## config.mk

```make
export PLATFORM = sky130hd
export DESIGN_NAME = affine_interp_filter_pipe
export DESIGN_NICKNAME = d
export VERILOG_FILES = /design/src/rtl/affine_interp_pkg.sv /design/src/rtl/affine_mcm_tap.sv /design/src/rtl/affine_interp_filter_pipe.sv
export SDC_FILE = /design/constraint.sdc
export NUM_CORES = 1
export LEC_CHECK = 0
export BUFFER_PORTS_ARGS = -buffer_cell sky130_fd_sc_hd__buf_2
export CORE_AREA = 10 10 121 123
export CTS_BUF_LIST = sky130_fd_sc_hd__clkbuf_16
export CTS_CLUSTER_SIZE = 8
export DETAILED_ROUTE_END_ITERATION = 10
export DIE_AREA = 0 0 131 133
export SLEW_MARGIN = 20
export SYNTH_ARGS = -nofsm -noshare
export SYNTH_HDL_FRONTEND = slang
export SYNTH_SLANG_ARGS = --single-unit
```

## constraint.sdc

```tcl
create_clock -name clk -period 8.1 [get_ports clk]
set_input_delay 1.215 -clock clk [delete_from_list [all_inputs] [get_ports clk]]
set_output_delay 1.215 -clock clk [all_outputs]
set_load 0.01 [all_outputs]
```

## src/rtl/affine_interp_pkg.sv

```systemverilog
// Shared constants and types for the affine interpolation filter: tap/phase counts
// and the multiplier-free coefficient table (each row sums to 1 << COEF_LOG2SUM).
package affine_interp_pkg;

    localparam int NTAPS        = 4;
    localparam int NPHASE       = 4;
    localparam int COEF_LOG2SUM = 3;
    localparam int COEF_W       = 4;

    typedef logic [1:0]        phase_t;
    typedef logic [COEF_W-1:0] coef_t;

    // Indexed [phase][tap], tap 0 is the oldest sample in the window
    localparam coef_t COEF_TABLE [NPHASE][NTAPS] = '{
        '{4'd0, 4'd8, 4'd0, 4'd0},
        '{4'd1, 4'd4, 4'd3, 4'd0},
        '{4'd0, 4'd4, 4'd4, 4'd0},
        '{4'd0, 4'd3, 4'd4, 4'd1}
    };

endpackage

```

## src/rtl/affine_mcm_tap.sv

```systemverilog
// Combinational shift-add multiply of one signed sample by a coefficient from {0,1,3,4,8}.
module affine_mcm_tap
    import affine_interp_pkg::*;
#(
    parameter int SAMPLE_W = 8
) (
    input  logic signed [SAMPLE_W-1:0]              x,
    input  coef_t                                   coef,
    output logic signed [SAMPLE_W+COEF_LOG2SUM:0]   p
);

    localparam int PW = SAMPLE_W + COEF_LOG2SUM + 1;

    logic signed [PW-1:0] xe;

    assign xe = {{(PW-SAMPLE_W){x[SAMPLE_W-1]}}, x};

    always_comb begin
        p = '0;
        case (coef)
            4'd1:    p = xe;
            4'd3:    p = (xe <<< 2) - xe;
            4'd4:    p = xe <<< 2;
            4'd8:    p = xe <<< 3;
            default: p = '0;
        endcase
    end

endmodule

```

## src/rtl/affine_interp_filter_pipe.sv

```systemverilog
// Two-stage 4-tap affine interpolation filter with a sliding sample window,
// per-sample phase select, round/saturate and valid/ready flow control.
module affine_interp_filter_pipe
    import affine_interp_pkg::*;
#(
    parameter int SAMPLE_W = 8,
    parameter int OUT_W    = 16,
    parameter int SHIFT    = 3
) (
    input  logic                        clk,
    input  logic                        rst,
    input  logic                        in_valid,
    output logic                        in_ready,
    input  logic signed [SAMPLE_W-1:0]  in_data,
    input  logic                        in_sol,
    input  phase_t                      in_phase,
    output logic                        out_valid,
    input  logic                        out_ready,
    output logic signed [OUT_W-1:0]     out_data
);

    localparam int PW = SAMPLE_W + COEF_LOG2SUM + 1;
    localparam int SW = PW + 1;
    localparam int RW = SW + 1;
    localparam int XW = RW + OUT_W;

    localparam logic signed [RW-1:0] RND_V   = RW'((1 << SHIFT) >> 1);
    localparam logic signed [XW-1:0] SAT_MAX = {{(XW-OUT_W+1){1'b0}}, {(OUT_W-1){1'b1}}};
    localparam logic signed [XW-1:0] SAT_MIN = {{(XW-OUT_W+1){1'b1}}, {(OUT_W-1){1'b0}}};

    function automatic logic signed [RW-1:0] round_shift(input logic signed [SW-1:0] s);
        logic signed [RW-1:0] t;
        t = {s[SW-1], s};
        t = t + RND_V;
        return t >>> SHIFT;
    endfunction

    function automatic logic signed [OUT_W-1:0] saturate(input logic signed [RW-1:0] v);
        logic signed [XW-1:0] w;
        w = {{OUT_W{v[RW-1]}}, v};
        if (w > SAT_MAX)
            return SAT_MAX[OUT_W-1:0];
        else if (w < SAT_MIN)
            return SAT_MIN[OUT_W-1:0];
        return w[OUT_W-1:0];
    endfunction

    logic signed [SAMPLE_W-1:0] win     [NTAPS];
    logic signed [SAMPLE_W-1:0] tap_in  [NTAPS];
    logic signed [PW-1:0]       prod    [NTAPS];
    logic signed [PW-1:0]       prod_p1 [NTAPS];
    logic signed [SW-1:0]       sum_p1;
    logic [2:0]                 count;
    logic                       vld_p1;
    logic                       stall;
    logic                       accept;
    logic                       completes;

    assign stall     = out_valid & ~out_ready;
    assign in_ready  = ~stall;
    assign accept    = in_valid & in_ready;
    assign completes = accept & ~in_sol & (count >= 3'd3);

    // Window as it looks once the incoming sample has been shifted in
    always_comb begin
        for (int i = 0; i < NTAPS-1; i++)
            tap_in[i] = win[i+1];
        tap_in[NTAPS-1] = in_data;
    end

    for (genvar t = 0; t < NTAPS; t++) begin : g_tap
        affine_mcm_tap #(.SAMPLE_W(SAMPLE_W)) u_tap (
            .x    (tap_in[t]),
            .coef (COEF_TABLE[in_phase][t]),
            .p    (prod[t])
        );
    end

    // Stale entries left behind by a start-of-line are shifted out before count reaches 4
    always_ff @(posedge clk) begin
        if (rst)
            count <= '0;
        else if (accept)
            count <= in_sol ? 3'd1 : ((count == 3'd4) ? 3'd4 : count + 3'd1);
    end

    always_ff @(posedge clk) begin
        if (accept) begin
            for (int i = 0; i < NTAPS; i++)
                win[i] <= tap_in[i];
        end
    end

    // Stage 1: tap products
    always_ff @(posedge clk) begin
        if (rst)
            vld_p1 <= 1'b0;
        else if (!stall)
            vld_p1 <= completes;
    end

    always_ff @(posedge clk) begin
        if (!stall && completes) begin
            for (int i = 0; i < NTAPS; i++)
                prod_p1[i] <= prod[i];
        end
    end

    always_comb begin
        sum_p1 = '0;
        for (int i = 0; i < NTAPS; i++)
            sum_p1 = sum_p1 + {prod_p1[i][PW-1], prod_p1[i]};
    end

    // Stage 2: sum, round, saturate
    always_ff @(posedge clk) begin
        if (rst) begin
            out_valid <= 1'b0;
            out_data  <= '0;
        end else if (!stall) begin
            out_valid <= vld_p1;
            if (vld_p1)
                out_data <= saturate(round_shift(sum_p1));
        end
    end

endmodule

```

Word level (Yosys, flattened, before mapping)

Memories as Yosys holds them, arrays and structs flattened.
Cells that the tools add are included.
Widths: inputs -> output; s select.

Register bits after elaboration: 21
Memory bits (writable): 80
Input bits: 15
Output and inout bits: 18
Logic and storage cells: 68
Memories kept: 2

Memories:

| name    | depth | width | read ports | clocked after Yosys merged registers in | write ports | RTL line                        | RTL |
|---|---|---|---|---|---|---|---|
| prod_p1 | 4     | 12    | 4          | 0                                       | 4           | affine_interp_filter_pipe.sv:51 | `logic signed [PW-1:0] prod_p1 [NTAPS];` |
| win     | 4     | 8     | 3          | 0                                       | 4           | affine_interp_filter_pipe.sv:48 | `logic signed [SAMPLE_W-1:0] win [NTAPS];` |

Add/sub/neg operators: 9
Magnitude comparators: 4
Eq/ne operators: 17
Mux-type cells: 21
Bitwise operators: 8
Reduce and logical (&&, ||, !) cells: 3

Operators with widths:

| kind                  | count |
|---|---|
| $pmux 12 s4           | 4 |
| $mux 16               | 5 |
| $sub 10x8->11         | 4 |
| $bmux 16 s2           | 1 |
| $add 13x13->13        | 2 |
| $eq 4x1->1 const B    | 4 |
| $eq 4x2->1 const B    | 4 |
| $eq 4x3->1 const B    | 4 |
| $eq 4x4->1 const B    | 4 |
| $gt 11x16->1 const B  | 1 |
| $lt 11x16->1 const B  | 1 |
| $add 13x4->14 const B | 1 |
| $add 12x12->13        | 1 |
| $mux 1                | 9 |
| $mux 3                | 2 |
| $and 1x1->1           | 4 |
| $add 3x1->3 const B   | 1 |
| $eq 3x3->1 const B    | 1 |
| $ge 3x2->1 const B    | 1 |
| $ge 3x3->1 const B    | 1 |
| $not 1->1             | 3 |
| $not 2->3             | 1 |
| $reduce_and 2->1      | 1 |
| $logic_and 1x1->1     | 1 |
| $logic_not 1->1       | 1 |

Logic depth before layout (Yosys ltp)

Gate-level depths: netlist (run 1).

Depth after elaboration: 11
Gate-level depth with buffers: 13

Modules after synthesis

From an unflattened synthesis (run 1), not the netlist that was laid out.

Cell total of the unflattened synthesis: 751
Area total of the unflattened synthesis: 7161.9 um2

Modules (own cells, without submodules):

| module                    | times used | cells an instance | area an instance (um2) | sequential area each (um2) |
|---|---|---|---|---|
| affine_interp_filter_pipe | 1          | 363               | 4574.4                 | 2502.4 |
| affine_mcm_tap            | 4          | 97                | 646.9                  | 0.0 |

Least setup slack after synthesis (run 1)

Ideal clock, no wire load.

Kind: input to register
From: in out_ready
To: mem prod_p1[0][0] in the netlist's numbering, enable pin
Setup time: 0.483 ns
Arrival time: 4.331 ns
Setup slack: 3.286 ns
Stages on the path: 3
Cell sequence: nand2b_1 nand2_1 nor3_1

RTL lines:

| element     | RTL line                        | RTL |
|---|---|---|
| from (decl) | affine_interp_filter_pipe.sv:18 | `input logic out_ready,` |
| to (decl)   | affine_interp_filter_pipe.sv:51 |  |

==> results of run 1 <==
cells by family (layout without fill, tap and decap cells):
group | count (synthesis) | count (layout) | share of synthesized area, %
simple gates | 130 | 130 | 13.2
compound gates | 116 | 116 | 15.2
buf+inv | 110 | 143 | 9.04
flops | 79 | 79 | 42.0
fa+ha+maj | 57 | 57 | 16.9
xor+xnor | 20 | 20 | 3.34
mux | 2 | 2 | 0.382
cells in the final DEF (no fill, tap or decap), types with 12 or more instances in the layout:
cell type	instances
a21oi_1	27
and2_1	20
buf_2	32
dfxtp_1	17
edfxtp_1	62
fa_1	23
ha_1	34
inv_1	94
nand2_1	22
nor2_1	32
nor3_1	13
o21a_1	12
o21ai_0	15
xnor2_1	14
routing by layer:
| layer | track usage, % | part of all wire [%] | vias up |
|---|---|---|---|
| met4 | 5.25 | 2.3 | 0 |
| li1 | - | - | 1833 |
| met2 | 20.8 | 48 | 92 |
| met3 | 3.24 | 5.3 | 17 |
| met1 | 14.2 | 44 | 1741 |
| met5 | 0 | 0 | - |
metrics by stage:
stage	hold slack, ns	cells	instance area, um2	power, mW
after floorplan	0.450	514	5250	0.568
after global placement	0.441	703	5510	0.594
after detailed placement	0.446	703	5510	0.598
after CTS	0.455	719	5790	0.975
after global routing	0.464	719	5790	1.01
final	0.454	719	5790	0.964
sequential cells by signal, indices dropped and copies added (netlist names):
| name | cells |
|---|---|
| prod_p1 | 38 |
| vld_p1 | 1 |
| out_valid | 1 |
| count | 3 |
| out_data | 12 |
| win | 24 |
final cells by class:
cell class                      count  area (um2)  share of cell area (%)
Multi-Input combinational cell    325        2580                    44.5
Sequential cell                    79        2200                    38.0
Inverter                           94         353                    6.10
Clock buffer                        9         225                    3.89
Tap cell                          172         215                    3.72
Timing Repair Buffer               33         168                    2.90
Clock inverter                      7        48.8                   0.843
worst min-delay path, cell delays in order (launching register included):
cell and delay [ns]:
dfxtp_1 0.31, nand2_1 0.05, a21oi_1 0.05
worst paths after layout:
check	from	to	slack (ns)	cells past startpoint
max	prod_p1[2][1]	out_data[7]	4.04	12
min reg2reg	out_data[0]	out_data[0]	0.45	2
max reg2reg	prod_p1[2][1]	out_data[7]	4.04	12
min	out_data[0]	out_data[0]	0.45	2
Yosys cell counts (2+ instances only):
master	instances	area (um2)
inv_1	94	353
edfxtp_1	62	1860
ha_1	34	425
nor2_1	33	124
a21oi_1	27	135
fa_1	23	460
nand2_1	22	82.6
and2_1	20	125
dfxtp_1	17	340
o21ai_0	15	75.1
nor3_1	14	70.1
xnor2_1	14	123
o21a_1	12	90.1
a21o_1	10	75.1
a22oi_1	10	75.1
a211oi_1	7	52.6
buf_6	6	67.6
nand3_1	6	30.0
nor2b_1	6	37.5
xor2_1	6	52.6
clkbuf_1	5	18.8
a311oi_1	4	35.0
buf_4	4	30.0
nand3b_1	4	30.0
or2_2	4	25.0
a31oi_1	3	18.8
nand2b_1	3	18.8
nand4_1	3	18.8
o211ai_1	3	22.5
o21bai_1	3	22.5
o22ai_1	3	18.8
or3_1	3	18.8
a2111oi_0	2	17.5
a21boi_0	2	15.0
and3_1	2	12.5
mux2i_1	2	20.0
nor3b_1	2	15.0
o311ai_0	2	17.5
o32a_1	2	20.0
o32ai_1	2	17.5
where the power goes:
part	total [mW]	switching (mW)	internal, mW
clock	0.373	0.166	0.207
sequential	0.457	0.00768	0.449
combinational	0.134	0.0779	0.0557
total	0.964	0.251	0.712
==> flow_summary_export.csv, run 1 <==
group,metric,value,unit
floorplan,core-area,12400,um2
routing,totalWireLength,10.4,mm
sta,slew_violations,0,
floorplan,die_x,131,um
routing,initialDrtViolationCount,248,
clocking,cts_sinks,79,
worst_setup_path,critPathLaunchType,"register",
placed_design,dp_hpwl,7.90,mm
sta,hold_viol_final,0,
synth,async_flop_share,0,%
sta,rsz0062_at_grt,"no",
global_route,grt_pass1_wl,17.0,mm
clocking,htree_levels,3,
sta,max_freq,0.247,GHz
worst_setup_path,cp_slowest_cell,"or4_4",
floorplan,fp.dieH,133,um
clocking,insertion_delay,0.34,ns
floorplan,num_rows,41,
synth,ys_types,58,
min_path,hold_class,"register to register",
synth,synth_ff_type,"edfxtp_1",
sta,tightestPinTransition,0.956,ns
cells_and_area,nets,614,
power,p_leak,2.46,nW
sta,skew,0.00719,ns
synth,synth_area,5250,um2
power,ir_drop,77.1,uV
run_status,outcome,"complete, no violations",
sta,setup_ws,4.04,ns
cells_and_area,layout-area-overhead-vs-synth,10.4,%
floorplan,pin_count,33,
worst_setup_path,cp-end-kind,"register",
global_route,grt_usage,12.3,%
routing,vias_per_cell,5.12,
clocking,cts_tree,"done",
worst_setup_path,crit_chain,"inv_1, fa_1, fa_1, or3b_1, fa_1, xnor2_1, ha_1, inv_1, or4_4, nor4_4, xnor2_1, a211oi_2",
worst_setup_path,cp_top_family,"adder cells",
sta,finalSetupViolCount,0,
cells_and_area,layout-drive-gt1-share,11.0,%
synth,postSynthCellCount,514,
placed_design,io_buffers,32,
worst_setup_path,path_buf_inv,2,
routing,num_vias,3683,
power,powerDensity,167,nW/um2
clocking,cts_hold_buf,0,
synth,synth-seq-area-share,42.0,%
worst_setup_path,worstPathArrival,4.32,ns
sta,setup_tns,0,ns
worst_setup_path,cpMostUsedCell,"fa_1",
worst_setup_path,cp_slowest_stage_delay,0.57,ns
cells_and_area,antenna_cells,0,
global_route,antenna_found_initial,0,
synth,synth_edf_count,62,
clocking,numCtsBuffers,9,
cells_and_area,fin_util,46.8,%
run,maxCapViolations,0,
clocking,cts_setup_buffers,0,
sta,max-slew-margin-rel,35.9,%
global_route,grt_max_degree,40,
cells_and_area,n_fill_cell,1170,
placed_design,place_ws,4.04,ns
routing,drt_first_pass_iters,4,
clocking,cts_resized,0,
routing,wl_per_cell,14.4,um
worst_setup_path,path_class,"register to register",
worst_setup_path,critPathMaxFanout,5,
sta,finalCritPeriodShare,50.1,%
floorplan,die_area,17400,um2
placed_design,routabilityCongestion,0.856,
floorplan,start_util,42.4,%
routing,detail-route-antenna-nets,0,
clocking,cts_buffer_depth,2,
synth,yosysWarnings,0,
global_route,overflow,0,
synth,postSynthAreaPerCell,10.2,um2
sta,post-route-min-period,4.06,ns
synth,synth_seq_cells,79,
clocking,cts_root_buf,"clkbuf_16",
routing,drc,0,
synth,synth_nets,586,
worst_setup_path,cp_data_required_time,8.36,ns
clocking,clkTransAtPathRegs,0.06,ns
global_route,first_global_vias,3671,
Note: power is estimated with default switching activity, not from simulation.
==> inputs of run 2 (changes only) <==
==> constraint.sdc (replaced) <==
create_clock -name clk -period 3.7 [get_ports clk]
set_input_delay 0.555 -clock clk [delete_from_list [all_inputs] [get_ports clk]]
set_output_delay 0.555 -clock clk [all_outputs]
set_load 0.01 [all_outputs]
==> flow_summary_export.csv, run 2 (synthesized netlist as in run 1, its figures left out) <==
group,metric,value,unit
routing,initialDrtViolationCount,326,
run,maxCapViolations,0,
global_route,overflow,0,
cells_and_area,largest_reg_flops,38,
sta,max-slew-margin-rel,31.5,%
clocking,cts_root_buf,"clkbuf_16",
cells_and_area,layout-area-overhead-vs-synth,16.5,%
power,power,2.29,mW
clocking,htree_levels,3,
routing,vias_per_cell,5.05,
sta,post-route-min-period,3.73,ns
routing,totalWireLength,10.6,mm
sta,max_freq,0.268,GHz
floorplan,die_x,131,um
power,switching_share,24.8,%
routing,drt_first_pass_iters,4,
placed_design,dp_hpwl,7.96,mm
routing,num_vias,3731,
cells_and_area,nets,635,
worst_setup_path,cp_top_family,"adder cells",
floorplan,die_area,17400,um2
cells_and_area,final_cell_mix,"inv_1 (89), edfxtp_1 (62), nor2_1 (33)",
placed_design,io_buffers,32,
clocking,numCtsBuffers,9,
power,pwr-share-seq,43.7,%
floorplan,start_util,42.4,%
floorplan,pin_count,33,
placed_design,routabilityCongestion,0.854,
worst_setup_path,critPathMaxFanout,4,
sta,finalSetupViolCount,2,
global_route,grt_max_degree,40,
worst_setup_path,crit_chain,"inv_2, fa_1, fa_1, or3b_4, fa_2, xnor2_2, ha_2, inv_2, or4_4, nor4_4, xnor2_1, a211oi_2",
run_status,violations,"setup timing",
routing,detail-route-antenna-nets,0,
power,p_int,1.72,mW
sta,hold_viol_final,0,
power,pwr-share-clk,42.1,%
floorplan,fp.dieH,133,um
clocking,insertion_delay,0.35,ns
clocking,cts_sinks,79,
placed_design,place_inst,719,
worst_setup_path,cp_data_required_time,3.88,ns
cells_and_area,fin_cells,739,
clocking,cts_tree,"done",
routing,wl_per_cell,14.4,um
clocking,cts_buffer_depth,2,
clocking,cts_hold_buf,0,
worst_setup_path,cp_slowest_cell,"fa_1",
power,p_leak,2.59,nW
worst_setup_path,critPathLaunchType,"register",
cells_and_area,layout_commonest_cell,"inv_1",
worst_setup_path,worstPathArrival,3.91,ns
sta,rsz0062_at_grt,"yes",
floorplan,core-area,12400,um2
routing,drc,0,
sta,skew,0.0127,ns
cells_and_area,n_fill_cell,1133,
worst_setup_path,path_buf_inv,2,
cells_and_area,largest-register,"prod_p1",
global_route,grt_usage,12.9,%
sta,fin_hold_ws,0.397,ns
sta,setup_ws,-0.0339,ns
sta,tightestPinTransition,1.03,ns
cells_and_area,layout-drive-gt1-share,19.0,%
global_route,antenna_found_initial,0,
worst_setup_path,path_class,"register to register",
clocking,clkTransAtPathRegs,0.06,ns
power,switching_power,568,uW
power,p_comb_share,14.2,%
global_route,grt_pass1_wl,17.9,mm
power,powerDensity,375,nW/um2
placed_design,place_ws,-0.110,ns
worst_setup_path,cp-end-kind,"register",
floorplan,num_rows,41,
global_route,first_global_vias,3899,
power,ir_drop,269,uV
worst_setup_path,cp_slowest_stage_delay,0.56,ns
cells_and_area,reg_top3,"prod_p1: 38 flops, win: 24 flops, out_data: 12 flops",
sta,slew_violations,0,
cells_and_area,antenna_cells,0,
min_path,hold_class,"primary input to register",
run_status,outcome,"finished, violations left",
sta,finalCritPeriodShare,101,%
==> run 2: cell count changes in the layout (fill, tap and decap cells not counted), moves of 4 or more <==
| cell | delta |
|---|---|
| inv_2 | +5 |
| ha_1 | -5 |
| ha_2 | +4 |
| inv_1 | -5 |
| buf_4 | +21 |
==> run 2: final timing paths <==
kind         slack [ns]          end          start  cells after the start
max               -0.03  out_data[7]  prod_p1[3][1]                     12
min                0.40    win[3][4]     in_data[4]                      1
max reg2reg       -0.03  out_data[7]  prod_p1[3][1]                     12
min reg2reg        0.45  out_data[0]    out_data[0]                      2
==> run 2: metrics by stage <==
| stage | TNS [ns] | utilization, % | cell area (um2) |
|---|---|---|---|
| after floorplan | -0.0574 | - | 5260 |
| after global placement | -0.113 | 45.7 | 5650 |
| after detailed placement | -0.463 | 45.7 | 5650 |
| after CTS | -0.156 | 48.4 | 5980 |
| after global routing | -0.563 | 49.4 | 6110 |
| final | -0.0493 | 49.4 | 6110 |
==> run 2: routing by layer <==
layer | global-route usage [%] | share of wire, % | wire, um
met3 | 2.52 | 4.2 | 451
met2 | 21.9 | 49 | 5210
met4 | 6.37 | 2.5 | 263
met5 | 0 | 0 | 0
met1 | 15.0 | 44 | 4720
==> run 2: cell type report <==
type,instances,area (um2),area share (%)
Clock buffer,9,225,3.69
Clock inverter,6,92.6,1.52
Inverter,94,353,5.78
Multi-Input combinational cell,325,2700,44.1
Sequential cell,79,2200,36.1
Tap cell,172,215,3.52
Timing Repair Buffer,54,325,5.33
==> run 2: timing repair <==
action / 4_1_cts / 5_1_grt
buffers inserted: 1 / 4
pin swaps: 7 / 11
resized for setup: 3 / 23
setup endpoints to repair: 7 / 8
==> run 2: worst reg2reg max path: stages (launching register included) <==
cell and delay [ns]:
edfxtp_1 0.34, inv_2 0.04, fa_1 0.56, fa_1 0.42, or3b_4 0.41, fa_2 0.38
xnor2_2 0.16, ha_2 0.21, inv_2 0.04, or4_4 0.51, nor4_4 0.23, xnor2_1 0.18
a211oi_2 0.09
==> run 2: power groups by stage <==
| stage | sequential [mW] | combinational (mW) | clock, mW |
|---|---|---|---|
| CTS | 1.00 | 0.309 | 0.992 |
| global placement | 1.02 | 0.296 | 0 |
| detailed placement | 1.02 | 0.305 | 0 |
| floorplan | 1.01 | 0.231 | 0 |
| global route | 1.00 | 0.366 | 1.02 |
| finish | 1.00 | 0.324 | 0.964 |
